--- src/rtl/if_fetch_unit.sv ---
// -----------------------------------------------------------------------------
// if_fetch_unit
//
// Instruction-fetch byte assembler on the IF request path. Given a PC it asks
// the memory controller for four consecutive bytes (base, base+1, base+2,
// base+3), packs them little-endian into a 32-bit instruction and offers the
// instruction and its PC to decode with a valid/ready handshake.
//
// Handshake: inst_o/inst_pc_o are valid while inst_valid_o=1 and stay stable
// until decode raises id_ready_i. The transfer happens at the rising edge where
// inst_valid_o=1 and id_ready_i=1. A new PC is taken on pc_valid_i in IDLE,
// in VALID together with that transfer, or together with flush_i. pc_valid_i
// is ignored while fetching.
//
// Ports:
//   clk_i         clock, all state changes on the rising edge
//   rst_i         synchronous, active-low reset
//   pc_i          fetch PC
//   pc_valid_i    fetch request
//   mem_gnt_i     controller grants IF the RAM this cycle
//   mem_byte_i    RAM read data, valid the cycle after a granted request
//   if_mem_req_o  IF memory request
//   mem_addr_o    byte address of the current request (0 when not requesting)
//   inst_o        assembled instruction
//   inst_pc_o     PC of inst_o
//   inst_valid_o  inst_o/inst_pc_o valid
//   id_ready_i    decode accepts the instruction
//   flush_i       discard everything in flight (highest priority)
//   misalign_o    only with IF_MISALIGN_TRAP_EN: NOP substituted for a
//                 misaligned PC
//   busy_o        unit not idle
//
// Build option: define IF_MISALIGN_TRAP_EN to trap misaligned PCs instead of
// fetching them byte-wise.
// -----------------------------------------------------------------------------
module if_fetch_unit #(
    parameter int ADDR_W     = 32,
    parameter int INST_BYTES = 4
) (
    input  logic              clk_i,
    input  logic              rst_i,
    input  logic [ADDR_W-1:0] pc_i,
    input  logic              pc_valid_i,
    input  logic              mem_gnt_i,
    input  logic [7:0]        mem_byte_i,
    output logic              if_mem_req_o,
    output logic [ADDR_W-1:0] mem_addr_o,
    output logic [31:0]       inst_o,
    output logic [ADDR_W-1:0] inst_pc_o,
    output logic              inst_valid_o,
    input  logic              id_ready_i,
    input  logic              flush_i,
`ifdef IF_MISALIGN_TRAP_EN
    output logic              misalign_o,
`endif
    output logic              busy_o
);

    localparam logic [2:0]  NUM_BYTES = 3'(INST_BYTES);
    localparam logic [31:0] NOP_INST  = 32'h0000_0013;

    typedef enum logic [1:0] {
        IDLE  = 2'd0,
        FETCH = 2'd1,
        VALID = 2'd2
    } state_t;

    state_t            state, state_d;
    logic [ADDR_W-1:0] base;
    logic [2:0]        issue_cnt;
    logic [2:0]        recv_cnt;
    logic              rd_pending;
    logic [1:0]        rd_idx;
    logic [31:0]       inst_buf;

    logic              start_fetch;
    logic              accept;
    logic              capture_last;
    logic              trap;
    logic [31:0]       assembled;

    // A new PC is taken in IDLE, on the decode handshake in VALID, or with a
    // flush from any state.
    assign start_fetch = pc_valid_i &
                         (flush_i || (state == IDLE) || (state == VALID && id_ready_i));

`ifdef IF_MISALIGN_TRAP_EN
    assign trap = start_fetch & (pc_i[1:0] != 2'b00);
`else
    assign trap = 1'b0;
`endif

    assign if_mem_req_o = (state == FETCH) && (issue_cnt < NUM_BYTES);
    assign mem_addr_o   = if_mem_req_o ? (base + ADDR_W'(issue_cnt)) : '0;
    assign accept       = if_mem_req_o & mem_gnt_i;
    assign busy_o       = (state != IDLE);

    // Last byte arrives this cycle; a flush on the same edge wins.
    assign capture_last = (state == FETCH) && rd_pending &&
                          (recv_cnt == NUM_BYTES - 3'd1) && !flush_i;

    // Working word with the returning byte dropped into its slot.
    always_comb begin
        assembled = inst_buf;
        assembled[{3'b000, rd_idx} * 8 +: 8] = mem_byte_i;
    end

    // Next-state logic
    always_comb begin
        state_d = state;
        if (flush_i) begin
            state_d = pc_valid_i ? FETCH : IDLE;
        end else begin
            case (state)
                IDLE:    if (pc_valid_i) state_d = FETCH;
                FETCH:   if (capture_last) state_d = VALID;
                VALID:   if (id_ready_i) state_d = pc_valid_i ? FETCH : IDLE;
                default: state_d = IDLE;
            endcase
        end
        if (trap) state_d = VALID;
    end

    always_ff @(posedge clk_i) begin
        if (!rst_i) state <= IDLE;
        else        state <= state_d;
    end

    // Fetch datapath
    always_ff @(posedge clk_i) begin
        if (!rst_i) begin
            base       <= '0;
            issue_cnt  <= '0;
            recv_cnt   <= '0;
            rd_pending <= 1'b0;
            rd_idx     <= '0;
            inst_buf   <= '0;
        end else begin
            if (start_fetch || flush_i) begin
                // Dropping rd_pending makes the byte already in flight vanish.
                issue_cnt  <= '0;
                recv_cnt   <= '0;
                rd_pending <= 1'b0;
            end else if (state == FETCH) begin
                rd_pending <= accept;
                if (accept) begin
                    issue_cnt <= issue_cnt + 3'd1;
                    rd_idx    <= issue_cnt[1:0];
                end
                if (rd_pending) begin
                    inst_buf <= assembled;
                    recv_cnt <= recv_cnt + 3'd1;
                end
            end
            if (start_fetch) begin
                base     <= pc_i;
                inst_buf <= '0;
            end
        end
    end

    // Decode-facing output registers
    always_ff @(posedge clk_i) begin
        if (!rst_i) begin
            inst_o       <= '0;
            inst_pc_o    <= '0;
            inst_valid_o <= 1'b0;
`ifdef IF_MISALIGN_TRAP_EN
            misalign_o   <= 1'b0;
`endif
        end else if (trap) begin
            inst_o       <= NOP_INST;
            inst_pc_o    <= pc_i;
            inst_valid_o <= 1'b1;
`ifdef IF_MISALIGN_TRAP_EN
            misalign_o   <= 1'b1;
`endif
        end else if (flush_i || (state == VALID && id_ready_i)) begin
            // inst_o/inst_pc_o keep their last value; only valid drops.
            inst_valid_o <= 1'b0;
`ifdef IF_MISALIGN_TRAP_EN
            misalign_o   <= 1'b0;
`endif
        end else if (capture_last) begin
            inst_o       <= assembled;
            inst_pc_o    <= base;
            inst_valid_o <= 1'b1;
        end
    end

endmodule

--- config.mk ---
export PLATFORM = sky130hd
export DESIGN_NAME = if_fetch_unit
export DESIGN_NICKNAME = d
export VERILOG_FILES = /design/src/rtl/if_fetch_unit.sv
export SDC_FILE = /design/constraint.sdc
export NUM_CORES = 1
export LEC_CHECK = 0
export BUFFER_PORTS_ARGS = -buffer_cell sky130_fd_sc_hd__buf_2
export CAP_MARGIN = 20
export CORE_MARGIN = 2
export CORE_UTILIZATION = 55
export CTS_CLUSTER_SIZE = 14
export DETAILED_ROUTE_END_ITERATION = 7
export GPL_TIMING_DRIVEN = 0
export MAX_ROUTING_LAYER = met4
export PLACE_DENSITY_LB_ADDON = 0.2
export SLEW_MARGIN = 20
export SYNTH_ARGS = -nofsm -noshare
export SYNTH_HDL_FRONTEND = slang
export SYNTH_SLANG_ARGS = --single-unit
--- constraint.sdc ---
create_clock -name clk_i -period 3.5 [get_ports clk_i]
set_input_delay 0 -clock clk_i [delete_from_list [all_inputs] [get_ports clk_i]]
set_output_delay 0 -clock clk_i [all_outputs]
set_load 0.01 [all_outputs]
==> results.sh <==
export IMPL_run_status="finished, final reports clean"
export IMPL_drive_gt1_frac=0.182
export IMPL_grt_pass1_wl_um=29300
export IMPL_relSlewSlack=0.316
export IMPL_ys_types=48
export IMPL_clk_pin_slew_ns=0.06
export IMPL_io_pins=145
export IMPL_critPathKind="reg2out"
export IMPL_start_kind="flop"
export IMPL_area_growth_pct=27.8
export IMPL_setup_viol=0
export IMPL_finalHoldViolations=0
export IMPL_power_density_nw_per_um2=441
export IMPL_dieArea_sq_um=12900
export IMPL_slew_violations=0
export IMPL_final_cell_count_no_fill=1144
export IMPL_rsz0062_at_grt="no"
export IMPL_vias_per_cell=5.71
export IMPL_fmax_ghz=0.331
export IMPL_arrival_ns=3.03
export IMPL_cts_tree="yes"
export IMPL_antenna_found_initial=0
export IMPL_dp_cells=1078
export IMPL_first_pass_iters=5
export IMPL_vias=6527
export IMPL_hp_class="in2reg"
export IMPL_syn_nets=851
export IMPL_p_sw_uw=860
export IMPL_fin_crit_sh=0.864
export IMPL_dp_hpwl_um=12700
export IMPL_setup_tns_final_ns=0
export IMPL_fin_nets=1046
export IMPL_worstPathMaxFanout=7
export IMPL_leakagePower_nw=3.65
export IMPL_synth_fa_ha_area_frac=0.0240
export IMPL_cp_required_ns=3.50
export IMPL_syn_mean_instance_area_sq_um=8.30
export IMPL_utilization=0.727
export IMPL_wl_per_cell_um=16.1
export IMPL_core_area_sq_um=11600
export IMPL_cts_buffers=17
export IMPL_die_w_um=113
export IMPL_ir_worst_vdd_v=0.000377
export IMPL_row_count=39
export IMPL_remaining_drc_errors=0
export IMPL_min_period_ns=3.03
export IMPL_ys_warn_count=0
export IMPL_power_frac_comb=0.066
export IMPL_grt_max_degree=17
export IMPL_grt_pass1_vias=5839
export IMPL_endpoint_kind="primary output"
export IMPL_cts_root_buf="clkbuf_16"
export IMPL_synth_main_ff_cell="dfxtp_1"
export IMPL_ant_nets=0
export IMPL_p_seq_frac=0.445
export IMPL_initial_core_util=0.569
export IMPL_synth_top_family_by_area="compound AO/OA/AOI/OAI gates"
export IMPL_p_sw_frac=0.232
export IMPL_port_buffers=142
export IMPL_power_frac_clock=0.489
export IMPL_cts_sinks=140
export IMPL_fp_dieH_um=113
export IMPL_synthMuxAreaShare=0.00608
export IMPL_fin_skew_ns=0.00761
export IMPL_cts_path_max_buffers=2
export IMPL_maxCapViolCount=0
export IMPL_synth_cells=793
export IMPL_yosys_area_share_simple=0.225
export IMPL_grt_overflow_total=0
export IMPL_synth_area_sq_um=6580
export IMPL_holdWs_ns=0.0158
export IMPL_clock_latency_ns=0.43
export IMPL_routabilityCongestion=0.877
export IMPL_antenna_cells=0
export IMPL_ys_seq_area_frac=0.426
export IMPL_p_int_mw=2.85
export IMPL_grt_total_usage=0.295
export IMPL_synthXorXnorAreaFrac=0.0146
export IMPL_wl_um=18400
export IMPL_ys_async_sr_fraction=0
export IMPL_drt_iter0_markers=665
export IMPL_htree_levels=4
export IMPL_synth_seq_cells=140
export IMPL_worst_pin_slew_ns=1.02
export IMPL_synth_compound_area_share=0.260
export IMPL_synth_edf_count=0
[flip-flops by register name, indices dropped and copies added (netlist names), 2 cells and up]
| register | cells |
|---|---|
| state | 2 |
| inst_buf | 32 |
| recv_cnt | 3 |
| rd_idx | 2 |
| inst_pc_o | 32 |
| inst_o | 32 |
| base | 32 |
| issue_cnt | 3 |
[cells in the mapped netlist, drive strengths merged (7+ instances only)]
master	count	area [sq um]
a21oi	53	265
nand3	39	195
buf	7	31.3
nand4	7	50.1
dfxtp	140	2800
a211oi	34	255
nor2	47	176
or3	9	56.3
o31ai	7	52.6
nor4	7	50.1
a21boi	66	495
nor2b	36	225
o21ai	42	210
clkbuf	59	221
o211a	32	320
inv	10	37.5
nor3	9	45.0
nand2	115	432
ha	11	138
or4	11	82.6
xnor2	8	70.1
[layer usage]
layer / GRT usage / part of all wire / vias up
met5: - / 0 / -
met4: 0.0935 / 0.019 / 0
met3: 0.0659 / 0.069 / 33
met1: 0.398 / 0.45 / 3031
met2: 0.444 / 0.46 / 250
li1: - / - / 3213
[worst max-delay path, cell delays in order (launching register included)]
cell and delay [ns]:
dfxtp_1 0.41, ha_1 0.25, fa_1 0.24, a21oi_1 0.20
or4_1 0.67, or4_1 0.42, a21oi_1 0.24, buf_2 0.18
[final timing paths]
kind	start	slack, ns	depth (start not counted)	endpoint
setup / recovery	issue_cnt[0]	0.47	7	mem_addr_o[30]
hold / removal	mem_byte_i[6]	0.02	3	inst_buf[6]
setup reg to reg	recv_cnt[0]	0.73	7	inst_o[13]
hold reg to reg	inst_pc_o[31]	0.46	2	inst_pc_o[31]
[final cells by class]
class / instances / area [sq um]
tap: 143 / 179
timing repair buffer: 176 / 1050
clock buffer: 23 / 488
sequential: 140 / 2800
multi-input combinational: 577 / 3490
inverter: 10 / 37.5
buffer: 66 / 253
fill: 910 / 3150
clock inverter: 9 / 111
[logic make-up after synthesis]
kind of cell	count (synthesis)
compound gates	248
xor+xnor	11
fa+ha+maj	12
buf+inv	76
flops	140
mux	4
simple gates	302
[per-stage QoR]
step / total power [mW] / setup slack, ns / area, sq um
after floorplan: 1.80 / 1.34 / 6580
after global placement: 1.89 / 0.727 / 7470
after detailed placement: 1.89 / 0.714 / 7470
after CTS: 3.71 / 0.514 / 8410
after global routing: 3.82 / 0.320 / 8410
final: 3.71 / 0.475 / 8410
[repair_timing]
| item | in CTS | in global routing |
|---|---|---|
| resized for setup | 0 | 0 |
| hold buffers | 34 | 0 |
| endpoints found under the setup margin | 0 | 0 |
| setup buffers | 0 | 0 |
| endpoints found under the hold margin | 35 | 0 |
[power by group through the flow]
stage / Sequential [mW] / Clock [mW] / Combinational [mW]
floorplan: 1.67 / 0 / 0.127
global placement: 1.68 / 0 / 0.207
detailed placement: 1.68 / 0 / 0.209
CTS: 1.65 / 1.82 / 0.239
global route: 1.65 / 1.90 / 0.267
finish: 1.65 / 1.81 / 0.245
[cells in the final DEF (no fill, tap or decap), drive strengths merged, types with 4 or more instances in the layout]
| master | synthesis | layout |
|---|---|---|
| a211oi | 34 | 34 |
| a21boi | 66 | 66 |
| a21oi | 53 | 53 |
| a31oi | 4 | 4 |
| buf | 7 | 149 |
| clkbuf | 59 | 82 |
| clkinv | 0 | 5 |
| dfxtp | 140 | 140 |
| dlygate4sd3 | 0 | 34 |
| ha | 11 | 11 |
| inv | 10 | 10 |
| mux2i | 4 | 4 |
| nand2 | 115 | 115 |
| nand2b | 4 | 4 |
| nand3 | 39 | 39 |
| nand4 | 7 | 7 |
| nor2 | 47 | 47 |
| nor2b | 36 | 36 |
| nor3 | 9 | 9 |
| nor4 | 7 | 7 |
| o211a | 32 | 32 |
| o21ai | 42 | 42 |
| o31ai | 7 | 7 |
| or3 | 9 | 9 |
| or4 | 11 | 11 |
| xnor2 | 8 | 8 |
Note: power is estimated with default switching activity, not from simulation.
